==> config.mk <==
export PLATFORM = sky130hd
export DESIGN_NAME = dmem_bridge_flat
export DESIGN_NICKNAME = d
export VERILOG_FILES = /design/src/rtl/dmem_bridge_pkg.sv /design/src/rtl/dmem_bridge_if.sv /design/src/rtl/dmem_lane_align.sv /design/src/rtl/dmem_bridge.sv /design/src/flat_wrapper.sv
export SDC_FILE = /design/constraint.sdc
export NUM_CORES = 1
export LEC_CHECK = 0
export ABC_AREA = 0
export CORE_AREA = 2 2 166 168
export DETAILED_ROUTE_END_ITERATION = 10
export DIE_AREA = 0 0 168 170
export GPL_ROUTABILITY_DRIVEN = 0
export SLEW_MARGIN = 25
export SYNTH_ARGS = -nofsm -noshare
export SYNTH_HDL_FRONTEND = slang
export SYNTH_SLANG_ARGS = --single-unit
==> constraint.sdc <==
create_clock -name clk -period 6.2 [get_ports clk]
set_clock_uncertainty 0.05 [all_clocks]
set_input_delay 0.93 -clock clk [delete_from_list [all_inputs] [get_ports clk]]
set_output_delay 0.93 -clock clk [all_outputs]
set_load 0.05 [all_outputs]
==> src/rtl/dmem_bridge_pkg.sv <==
// Shared types and constants for the data-memory bridge: FSM states, region decode,
// default MMIO timeout/error data, lane masks and a saturating-increment helper.
package dmem_bridge_pkg;

    typedef enum logic [0:0] {
        S_IDLE    = 1'b0,
        S_IO_WAIT = 1'b1
    } state_t;

    localparam int          MMIO_SEL_BIT    = 31;
    localparam int          IO_TIMEOUT_DEF  = 255;
    localparam logic [31:0] IO_ERR_DATA_DEF = 32'hDEADBEEF;

    localparam logic [3:0] LANE_B = 4'b0001;
    localparam logic [3:0] LANE_H = 4'b0011;
    localparam logic [3:0] LANE_W = 4'b1111;

    function automatic logic [31:0] sat_inc(input logic [31:0] v, input logic en);
        return (en && (v != '1)) ? v + 32'd1 : v;
    endfunction

endpackage

==> src/rtl/dmem_bridge_if.sv <==
// Bus bundle between the core/RAM/MMIO environment (master) and the bridge (slave).
interface dmem_bridge_if #(
    parameter int RAM_SCALE = 14
);
    logic [31:0]          cpu_addr;
    logic [3:0]           cpu_oe;
    logic [31:0]          cpu_wdata;
    logic [3:0]           cpu_we;
    logic [31:0]          cpu_rdata;
    logic                 cpu_valid;
    logic                 cpu_ready;
    logic [RAM_SCALE-1:0] ram_addr;
    logic                 ram_oe;
    logic [3:0]           ram_we;
    logic [31:0]          ram_wdata;
    logic [31:0]          ram_rdata;
    logic                 io_req;
    logic [31:0]          io_addr;
    logic [3:0]           io_we;
    logic [31:0]          io_wdata;
    logic                 io_ack;
    logic [31:0]          io_rdata;
    logic                 err;

    modport master (
        output cpu_addr, cpu_oe, cpu_wdata, cpu_we, ram_rdata, io_ack, io_rdata,
        input  cpu_rdata, cpu_valid, cpu_ready, ram_addr, ram_oe, ram_we, ram_wdata,
               io_req, io_addr, io_we, io_wdata, err
    );

    modport slave (
        input  cpu_addr, cpu_oe, cpu_wdata, cpu_we, ram_rdata, io_ack, io_rdata,
        output cpu_rdata, cpu_valid, cpu_ready, ram_addr, ram_oe, ram_we, ram_wdata,
               io_req, io_addr, io_we, io_wdata, err
    );
endinterface

==> src/rtl/dmem_lane_align.sv <==
// Combinational byte-lane aligner: store-side left shift with misalign detect,
// load-side right shift with zero-fill above the access width.
module dmem_lane_align (
    input  logic [1:0]  i_off,
    input  logic [3:0]  i_mask,
    input  logic [3:0]  i_we,
    input  logic [31:0] i_wdata,
    input  logic [31:0] i_rdata,
    output logic [3:0]  o_we,
    output logic [31:0] o_wdata,
    output logic        o_misalign,
    output logic [31:0] o_rdata
);
    logic [7:0]  w_lanes;
    logic [4:0]  w_sh;
    logic [31:0] w_rsh;
    logic [31:0] w_bmask;

    assign w_sh       = {i_off, 3'b000};
    assign w_lanes    = {4'h0, i_mask} << i_off;
    // Any lane pushed past bit 3 would straddle a word boundary.
    assign o_misalign = (w_lanes > 8'h0F);
    assign o_we       = i_we << i_off;
    assign o_wdata    = i_wdata << w_sh;

    assign w_rsh   = i_rdata >> w_sh;
    assign w_bmask = {{8{i_mask[3]}}, {8{i_mask[2]}}, {8{i_mask[1]}}, {8{i_mask[0]}}};
    assign o_rdata = w_rsh & w_bmask;
endmodule

==> src/rtl/dmem_bridge.sv <==
// Data-memory bridge: decodes core requests to data RAM or MMIO, aligns byte lanes.
// Optional statistics counters enabled by defining DMEM_BRIDGE_STAT_EN.
module dmem_bridge
    import dmem_bridge_pkg::*;
#(
    parameter int          RAM_SCALE   = 14,
    parameter int          IO_TIMEOUT  = IO_TIMEOUT_DEF,
    parameter logic [31:0] IO_ERR_DATA = IO_ERR_DATA_DEF
) (
    input  logic        clk,
    input  logic        rst,
    dmem_bridge_if.slave bus,
    output logic [31:0] stat_loads,
    output logic [31:0] stat_stores,
    output logic [31:0] stat_io_wait_cycles,
    output logic [31:0] stat_timeouts
);
    localparam int TW = $clog2(IO_TIMEOUT + 2);

    state_t        r_state, w_state_nx;
    logic          r_ready, r_io_req, r_err, r_io_load;
    logic [31:0]   r_io_addr, r_io_wdata, r_io_rd;
    logic [3:0]    r_io_we, r_mask;
    logic [1:0]    r_off;
    logic [TW-1:0] r_timer;
    logic          r_rsp_vld, r_rsp_io, r_rsp_err;

    logic          w_accept, w_store, w_mmio, w_mis, w_ram_ld, w_ram_st, w_io_go;
    logic          w_io_done, w_io_tmo;
    logic [3:0]    w_we_sh;
    logic [31:0]   w_wdata_sh, w_rsp_src, w_rsp_data;
    logic [31:0]   w_unused_req_rd, w_unused_rsp_wd;
    logic [3:0]    w_unused_rsp_we;
    logic          w_unused_rsp_mis;

    assign w_accept = (|bus.cpu_oe) && r_ready && !rst;
    assign w_store  = |bus.cpu_we;
    assign w_mmio   = bus.cpu_addr[MMIO_SEL_BIT];
    assign w_ram_ld = w_accept && !w_store && !w_mmio && !w_mis;
    assign w_ram_st = w_accept && w_store && !w_mmio && !w_mis;
    assign w_io_go  = w_accept && w_mmio && !w_mis;

    dmem_lane_align u_req (
        .i_off(bus.cpu_addr[1:0]), .i_mask(bus.cpu_oe), .i_we(bus.cpu_we),
        .i_wdata(bus.cpu_wdata), .i_rdata(32'h0),
        .o_we(w_we_sh), .o_wdata(w_wdata_sh), .o_misalign(w_mis), .o_rdata(w_unused_req_rd)
    );

    assign w_rsp_src = r_rsp_io ? r_io_rd : bus.ram_rdata;

    dmem_lane_align u_rsp (
        .i_off(r_off), .i_mask(r_mask), .i_we(4'h0), .i_wdata(32'h0), .i_rdata(w_rsp_src),
        .o_we(w_unused_rsp_we), .o_wdata(w_unused_rsp_wd), .o_misalign(w_unused_rsp_mis),
        .o_rdata(w_rsp_data)
    );

    assign bus.ram_addr  = bus.cpu_addr[2 +: RAM_SCALE];
    assign bus.ram_oe    = w_ram_ld;
    assign bus.ram_we    = w_ram_st ? w_we_sh : 4'h0;
    assign bus.ram_wdata = w_ram_st ? w_wdata_sh : 32'h0;
    assign bus.cpu_valid = r_rsp_vld;
    assign bus.cpu_rdata = !r_rsp_vld ? 32'h0 : (r_rsp_err ? IO_ERR_DATA : w_rsp_data);
    assign bus.cpu_ready = r_ready;
    assign bus.io_req    = r_io_req;
    assign bus.io_addr   = r_io_addr;
    assign bus.io_we     = r_io_we;
    assign bus.io_wdata  = r_io_wdata;
    assign bus.err       = r_err;

    always_comb begin
        w_state_nx = r_state;
        w_io_done  = 1'b0;
        w_io_tmo   = 1'b0;
        case (r_state)
            S_IDLE: if (w_io_go) w_state_nx = S_IO_WAIT;
            S_IO_WAIT: begin
                // An ack landing on the timeout cycle takes priority over the abort.
                if (bus.io_ack) begin
                    w_io_done = 1'b1;
                end else if (r_timer == TW'(IO_TIMEOUT)) begin
                    w_io_done = 1'b1;
                    w_io_tmo  = 1'b1;
                end
                if (w_io_done) w_state_nx = S_IDLE;
            end
            default: w_state_nx = S_IDLE;
        endcase
    end

    always_ff @(posedge clk or posedge rst) begin
        if (rst) r_state <= S_IDLE;
        else     r_state <= w_state_nx;
    end

    always_ff @(posedge clk or posedge rst) begin
        if (rst) begin
            r_ready    <= 1'b1;
            r_io_req   <= 1'b0;
            r_err      <= 1'b0;
            r_io_load  <= 1'b0;
            r_io_addr  <= '0;
            r_io_wdata <= '0;
            r_io_we    <= '0;
            r_io_rd    <= '0;
            r_off      <= '0;
            r_mask     <= '0;
            r_timer    <= '0;
            r_rsp_vld  <= 1'b0;
            r_rsp_io   <= 1'b0;
            r_rsp_err  <= 1'b0;
        end else begin
            r_rsp_vld <= 1'b0;
            r_rsp_io  <= 1'b0;
            r_rsp_err <= 1'b0;
            if (w_accept && w_mis) r_err <= 1'b1;
            // RAM loads and misaligned loads both answer on the following cycle.
            if (w_accept && !w_store && (!w_mmio || w_mis)) begin
                r_rsp_vld <= 1'b1;
                r_rsp_err <= w_mis;
                r_off     <= bus.cpu_addr[1:0];
                r_mask    <= bus.cpu_oe;
            end
            if (w_io_go) begin
                r_io_addr  <= {bus.cpu_addr[31:2], 2'b00};
                r_io_we    <= w_store ? w_we_sh : 4'h0;
                r_io_wdata <= w_wdata_sh;
                r_io_load  <= !w_store;
                r_off      <= bus.cpu_addr[1:0];
                r_mask     <= bus.cpu_oe;
                r_io_req   <= 1'b1;
                r_ready    <= 1'b0;
                r_timer    <= '0;
            end
            if (r_state == S_IO_WAIT) begin
                if (w_io_done) begin
                    r_io_req  <= 1'b0;
                    r_ready   <= 1'b1;
                    r_rsp_vld <= r_io_load;
                    r_rsp_io  <= 1'b1;
                    r_rsp_err <= w_io_tmo;
                    r_io_rd   <= bus.io_rdata;
                    if (w_io_tmo) r_err <= 1'b1;
                end else begin
                    r_timer <= r_timer + 1'b1;
                end
            end
        end
    end

`ifdef DMEM_BRIDGE_STAT_EN
    logic [31:0] r_st_ld, r_st_st, r_st_wait, r_st_tmo;

    always_ff @(posedge clk or posedge rst) begin
        if (rst) begin
            r_st_ld   <= '0;
            r_st_st   <= '0;
            r_st_wait <= '0;
            r_st_tmo  <= '0;
        end else begin
            r_st_ld   <= sat_inc(r_st_ld, w_accept && !w_store);
            r_st_st   <= sat_inc(r_st_st, w_accept && w_store);
            r_st_wait <= sat_inc(r_st_wait, r_state == S_IO_WAIT);
            r_st_tmo  <= sat_inc(r_st_tmo, w_io_tmo);
        end
    end

    assign stat_loads          = r_st_ld;
    assign stat_stores         = r_st_st;
    assign stat_io_wait_cycles = r_st_wait;
    assign stat_timeouts       = r_st_tmo;
`else
    assign stat_loads          = '0;
    assign stat_stores         = '0;
    assign stat_io_wait_cycles = '0;
    assign stat_timeouts       = '0;
`endif
endmodule

==> src/flat_wrapper.sv <==
// flat-port wrapper written by rule: the top's interface ports become plain ports
module dmem_bridge_flat import dmem_bridge_pkg::*;
#(
    parameter int          RAM_SCALE   = 14,
    parameter int          IO_TIMEOUT  = IO_TIMEOUT_DEF,
    parameter logic [31:0] IO_ERR_DATA = IO_ERR_DATA_DEF
)
  (clk, rst, stat_loads, stat_stores, stat_io_wait_cycles, stat_timeouts, bus_cpu_addr, bus_cpu_oe, bus_cpu_wdata, bus_cpu_we, bus_ram_rdata, bus_io_ack, bus_io_rdata, bus_cpu_rdata, bus_cpu_valid, bus_cpu_ready, bus_ram_addr, bus_ram_oe, bus_ram_we, bus_ram_wdata, bus_io_req, bus_io_addr, bus_io_we, bus_io_wdata, bus_err);
  dmem_bridge_if #(.RAM_SCALE(RAM_SCALE)) bus_i ();
  input  logic clk;
  input  logic rst;
  output logic [31:0] stat_loads;
  output logic [31:0] stat_stores;
  output logic [31:0] stat_io_wait_cycles;
  output logic [31:0] stat_timeouts;
  input wire logic [$bits(bus_i.cpu_addr)-1:0] bus_cpu_addr;
  input wire logic [$bits(bus_i.cpu_oe)-1:0] bus_cpu_oe;
  input wire logic [$bits(bus_i.cpu_wdata)-1:0] bus_cpu_wdata;
  input wire logic [$bits(bus_i.cpu_we)-1:0] bus_cpu_we;
  input wire logic [$bits(bus_i.ram_rdata)-1:0] bus_ram_rdata;
  input wire logic [$bits(bus_i.io_ack)-1:0] bus_io_ack;
  input wire logic [$bits(bus_i.io_rdata)-1:0] bus_io_rdata;
  output wire logic [$bits(bus_i.cpu_rdata)-1:0] bus_cpu_rdata;
  output wire logic [$bits(bus_i.cpu_valid)-1:0] bus_cpu_valid;
  output wire logic [$bits(bus_i.cpu_ready)-1:0] bus_cpu_ready;
  output wire logic [$bits(bus_i.ram_addr)-1:0] bus_ram_addr;
  output wire logic [$bits(bus_i.ram_oe)-1:0] bus_ram_oe;
  output wire logic [$bits(bus_i.ram_we)-1:0] bus_ram_we;
  output wire logic [$bits(bus_i.ram_wdata)-1:0] bus_ram_wdata;
  output wire logic [$bits(bus_i.io_req)-1:0] bus_io_req;
  output wire logic [$bits(bus_i.io_addr)-1:0] bus_io_addr;
  output wire logic [$bits(bus_i.io_we)-1:0] bus_io_we;
  output wire logic [$bits(bus_i.io_wdata)-1:0] bus_io_wdata;
  output wire logic [$bits(bus_i.err)-1:0] bus_err;
  assign bus_i.cpu_addr = bus_cpu_addr;
  assign bus_i.cpu_oe = bus_cpu_oe;
  assign bus_i.cpu_wdata = bus_cpu_wdata;
  assign bus_i.cpu_we = bus_cpu_we;
  assign bus_i.ram_rdata = bus_ram_rdata;
  assign bus_i.io_ack = bus_io_ack;
  assign bus_i.io_rdata = bus_io_rdata;
  assign bus_cpu_rdata = bus_i.cpu_rdata;
  assign bus_cpu_valid = bus_i.cpu_valid;
  assign bus_cpu_ready = bus_i.cpu_ready;
  assign bus_ram_addr = bus_i.ram_addr;
  assign bus_ram_oe = bus_i.ram_oe;
  assign bus_ram_we = bus_i.ram_we;
  assign bus_ram_wdata = bus_i.ram_wdata;
  assign bus_io_req = bus_i.io_req;
  assign bus_io_addr = bus_i.io_addr;
  assign bus_io_we = bus_i.io_we;
  assign bus_io_wdata = bus_i.io_wdata;
  assign bus_err = bus_i.err;
  dmem_bridge #(.RAM_SCALE(RAM_SCALE), .IO_TIMEOUT(IO_TIMEOUT), .IO_ERR_DATA(IO_ERR_DATA)) u_core (.clk(clk), .rst(rst), .bus(bus_i), .stat_loads(stat_loads), .stat_stores(stat_stores), .stat_io_wait_cycles(stat_io_wait_cycles), .stat_timeouts(stat_timeouts));
endmodule
# Word level (Yosys, flattened, before mapping)
# Index checks and enable logic that the tools add are counted.
# word_totals
ff_bits	121
output_inout_bits	283
elab_cells	85
# op_classes
addsub	1
n_lt_le_gt_ge	1
n_eq_ne	1
shifts	4
n_mux	40
n_bitwise	2
n_reduce_logical	21
# op_table
operator	count
$mux W32	4
$and A32 B32 Y32	1
$shl A32 B5 Y32	1
$shr A32 B5 Y32	1
$mux W9	3
$mux W1	26
$mux W4	4
$logic_and A1 B1 Y1	12
$add A9 B1 Y9 const B	1
$eq A9 B8 Y1 const B	1
$gt A8 B4 Y1 const B	1
$reduce_or A4 Y1	2
$shl A4 B2 Y8	1
$logic_not A1 Y1	4
$mux W2	2
$shl A4 B2 Y4	1
$pmux W1 S2	1
$reduce_and A2 Y1	1
$reduce_bool A2 Y1	1
$logic_or A1 B1 Y1	1
$not A1 Y1	1

# Depth between registers and ports, before layout
# logic_depth
word_depth	8
ltp_mapped	9

# Modules after synthesis
# Synthesis repeated with hierarchy kept, for this count alone.
# unflattened
hier_cells	996
hier_area_um2	9118.7
# by_module_without_submodules
mod	n_inst	cells_per_inst	area_per_inst_um2
dmem_bridge	1	642	6683.9
dmem_lane_align	2	177	1217.4

# Least setup slack after synthesis
# OpenSTA, ideal clock, no wires.
# synth_path
path_kind	input port to output port
start	in rst
end	out bus_ram_we[2]
arrival_ps	5885
setup_slack_ps	-665
path_stages	5
path_buffers	2
path_cell_list	inv_1 > nand3_4 > buf_4 > buf_2 > nor4b_1
# synth_between
elab_chain_cells	6
# synth_lines
element	line_no	source
start: declaration	flat_wrapper.sv:11	input logic rst;
$logic_not A1 Y1	dmem_bridge.sv:36	assign w_accept = (|bus.cpu_oe) && r_ready && !rst;
$logic_and A1 B1 Y1	dmem_bridge.sv:36	
$logic_and A1 B1 Y1 (3 in series)	dmem_bridge.sv:40	assign w_ram_st = w_accept && w_store && !w_mmio && !w_mis;
$mux W4	dmem_bridge.sv:59	assign bus.ram_we = w_ram_st ? w_we_sh : 4'h0;
end: declaration	flat_wrapper.sv:28	output wire logic [$bits(bus_i.ram_we)-1:0] bus_ram_we;
# Every way passes these cells.

# Final worst setup path
# layout_path
start	in bus_cpu_oe[3]
end	out bus_ram_wdata[10]
# layout_between
elab_chain_cells	7
# layout_lines
element	line_no	source
start: declaration	flat_wrapper.sv:17	input wire logic [$bits(bus_i.cpu_oe)-1:0] bus_cpu_oe;
parallel branches: the longest is 5 deep, another holds $gt A8 B4 Y1	n/a	
$logic_and A1 B1 Y1 *	dmem_bridge.sv:40	
$mux W32 *	dmem_bridge.sv:60	assign bus.ram_wdata = w_ram_st ? w_wdata_sh : 32'h0;
end: declaration	flat_wrapper.sv:29	output wire logic [$bits(bus_i.ram_wdata)-1:0] bus_ram_wdata;
# Mark *: on every way between the ends.

==> metrics.yaml <==
cp.required_ps: 5220
cts_buffers: 17
holdWs_ps: 417
crit_type: "in2out"
fillerInstances: 2678
crit_fanout: 26
grt_use_met2_pct: 32.1
slew_headroom_pct: 30.8
period_share_pct: 83.3
grt_pass1_wl_um: 41100
synth_area_um2: 7850
rows: 60
max_freq_ghz: 0.194
post_drt_wl_per_cell_um: 19.1
p_leak_nw: 4.86
overflow: 0
clock_path_buffers: 2
worst-r2r-setup-slack_ps: 3600
crit_arrival_ps: 4190
core_area_um2: 26700
netlist_instances: 835
clkSlewWorstSetupHoldPaths_ps: 70
grt_start_max_net_pins: 67
layout_common_cells: "288 x clkdlybuf4s50_1, 130 x conb_1, 120 x nand2_1, 120 x dfrtp_1, 51 x nor2_1"
die_y_um: 170
hold_class: "reg2reg"
tightest_slew_ps: 1040
synth_cell_types: 58
hold_depth: 1
synthTopCellsByArea: "dfrtp_1 38%, buf_4 14%, nand2_1 5.7%"
area_growth_pct: 40.7
port_buffers: 291
ys_seq_area_share_pct: 38.6
ios: 422
dr.pass1.iters: 4
powerDensity_nw_per_um2: 201
hold_viol: 0
min_to: "u_core.bus.io_addr[31]"
chipWidth_um: 168
clock_sinks: 121
synth-edff-count: 0
yosysTopAreaCell: "dfrtp_1"
min_from: "u_core.bus.io_addr[31]"
drc_errors: 0
p_sw_mw: 0.768
clkPwrFrac_pct: 46.1
seq_area_um2: 3030
synth_flop_cell: "dfrtp_1"
fin_util_pct: 41.4
finalCriticalPeriod_ps: 5170
vias: 6697
endpoint_kind: "output port"
nets: 1232
internal-power_mw: 1.45
drive_gt1_share_pct: 10.9
antenna_found_initial: 0
yosysWarnings: 0
r2r_end: "u_core.bus.io_addr[26]"
fp.dieArea_um2: 28600
cts_setup_buffers: 0
sw_frac_of_total_pct: 34.6
start_kind: "input port"
ctsResizeCount: 0
grt-busiest-layer: "met2"
grt_pass1_vias: 6685
syn_area_per_cell_um2: 9.40
peakVddDrop_uv: 141
drtIter0Drc: 279
dpl.hpwl_um: 20700
start_util_pct: 29.4
insertion_delay_ps: 420
finalMaxSlewViolations: 0
viasPerCell: 4.63
setup_viol: 0
htreeDepth: 4
track_usage_pct: 19.0
timing.rr.start: "u_core.bus.cpu_ready"
final_common_cell: "clkdlybuf4s50_1"
grtUsageMet3_pct: 6.53
synth_top_area_share_pct: 38.3
drt_wl_total_um: 27500
grtUsageMet1_pct: 23.0
rsz0062_at_grt: "no"
multi_input_area_um2: 3940
cts_tree: "done"
seq_power_share_pct: 35.6
antenna_cells: 0
setup_tns_ps: 0
async_flop_share_pct: 100
max_cap_viol_count: 0
p_comb_share_pct: 18.3
status: "complete, no violations"
ant_nets: 0
cts_root_buf: "clkbuf_16"
yosys_register_bits: 121
rr_worst_depth: 5
hold_buffers: 0
stage by stage:
stage / area (µm²) / setup WS [ps] / cells / total power [mW]
floorplan: 8330 / 711 / 964 / 1.14
global placement: 10400 / 1150 / 1413 / 1.21
detailed placement: 10400 / 1110 / 1413 / 1.21
CTS: 11000 / 1090 / 1445 / 2.25
global route: 11000 / 939 / 1445 / 2.30
finish: 11000 / 1030 / 1445 / 2.22
Yosys cell counts, types with 5 or more instances:
cell / count
o41ai_1: 10
nand3_1: 7
o21ai_0: 28
a22o_1: 6
buf_4: 148
o211ai_1: 9
clkbuf_1: 27
mux2_2: 24
mux2i_1: 38
nand2_1: 120
a211oi_1: 7
o21ai_1: 9
nor3_1: 10
mux2_1: 10
nor2_1: 51
buf_2: 15
a22oi_1: 10
a31o_2: 5
a21oi_1: 21
inv_1: 11
o31ai_1: 22
o21a_1: 20
mux2_4: 27
and2_1: 10
o22ai_1: 8
dfrtp_1: 120
cells by family after synthesis:
| family | Yosys count | share of synthesized area (%) |
|---|---|---|
| fa+ha+maj | 2 | 0.319 |
| other cells | 1 | 0.0478 |
| simple gates | 236 | 13.9 |
| mux | 99 | 14.9 |
| compound gates | 168 | 14.8 |
| buf+inv | 208 | 17.5 |
| flops | 121 | 38.6 |
routing by layer:
layer,routed length [µm],vias up
li1,-,3137
met1,11300,3211
met2,13200,329
met3,2500,20
met4,505,0
met5,0,-
layout make-up:
cell class / instances / area share (%)
multi-input combinational: 635 / 35.7
sequential: 121 / 27.4
clock buffer: 17 / 3.85
timing repair buffer: 303 / 27.1
inverter: 13 / 0.476
tap: 341 / 3.86
clock inverter: 15 / 1.55
state kept, by name, summed over array words and instances (netlist names), 2 cells and up:
signal / flops
u_core.r_off: 2
u_core.r_timer: 9
u_core.r_mask: 4
u_core.bus.io_addr: 30
u_core.r_io_rd: 32
u_core.bus.io_wdata: 32
u_core.bus.io_we: 4
power groups by stage:
stage          clock network (mW)  logic [mW]  registers (mW)
6_report                     1.02       0.406           0.789
5_1_grt                      1.09       0.427           0.789
4_1_cts                      1.05       0.407           0.789
3_5_place_dp                    0       0.406           0.805
3_3_place_gp                    0       0.407           0.805
2_1_floorplan                   0       0.333           0.806
worst max-delay path, stage by stage:
cell	delay, ps
clkdlybuf4s50_1	590
o21ai_1	440
o211ai_2	240
or3_1	770
nor3_1	340
clkdlybuf4s50_1	850
worst max path at each step:
stage,startpoint,end,cells after the start
final,bus_cpu_oe[3],bus_ram_wdata[10],6
after global routing,bus_cpu_oe[3],bus_ram_wdata[10],6
after CTS,bus_cpu_oe[3],bus_ram_wdata[10],6
after floorplan,rst,bus_ram_we[2],5
after detailed placement,bus_cpu_oe[3],bus_ram_wdata[10],6
after global placement,bus_cpu_oe[3],bus_ram_wdata[11],6
No activity file was read; power rests on OpenSTA's default activity.
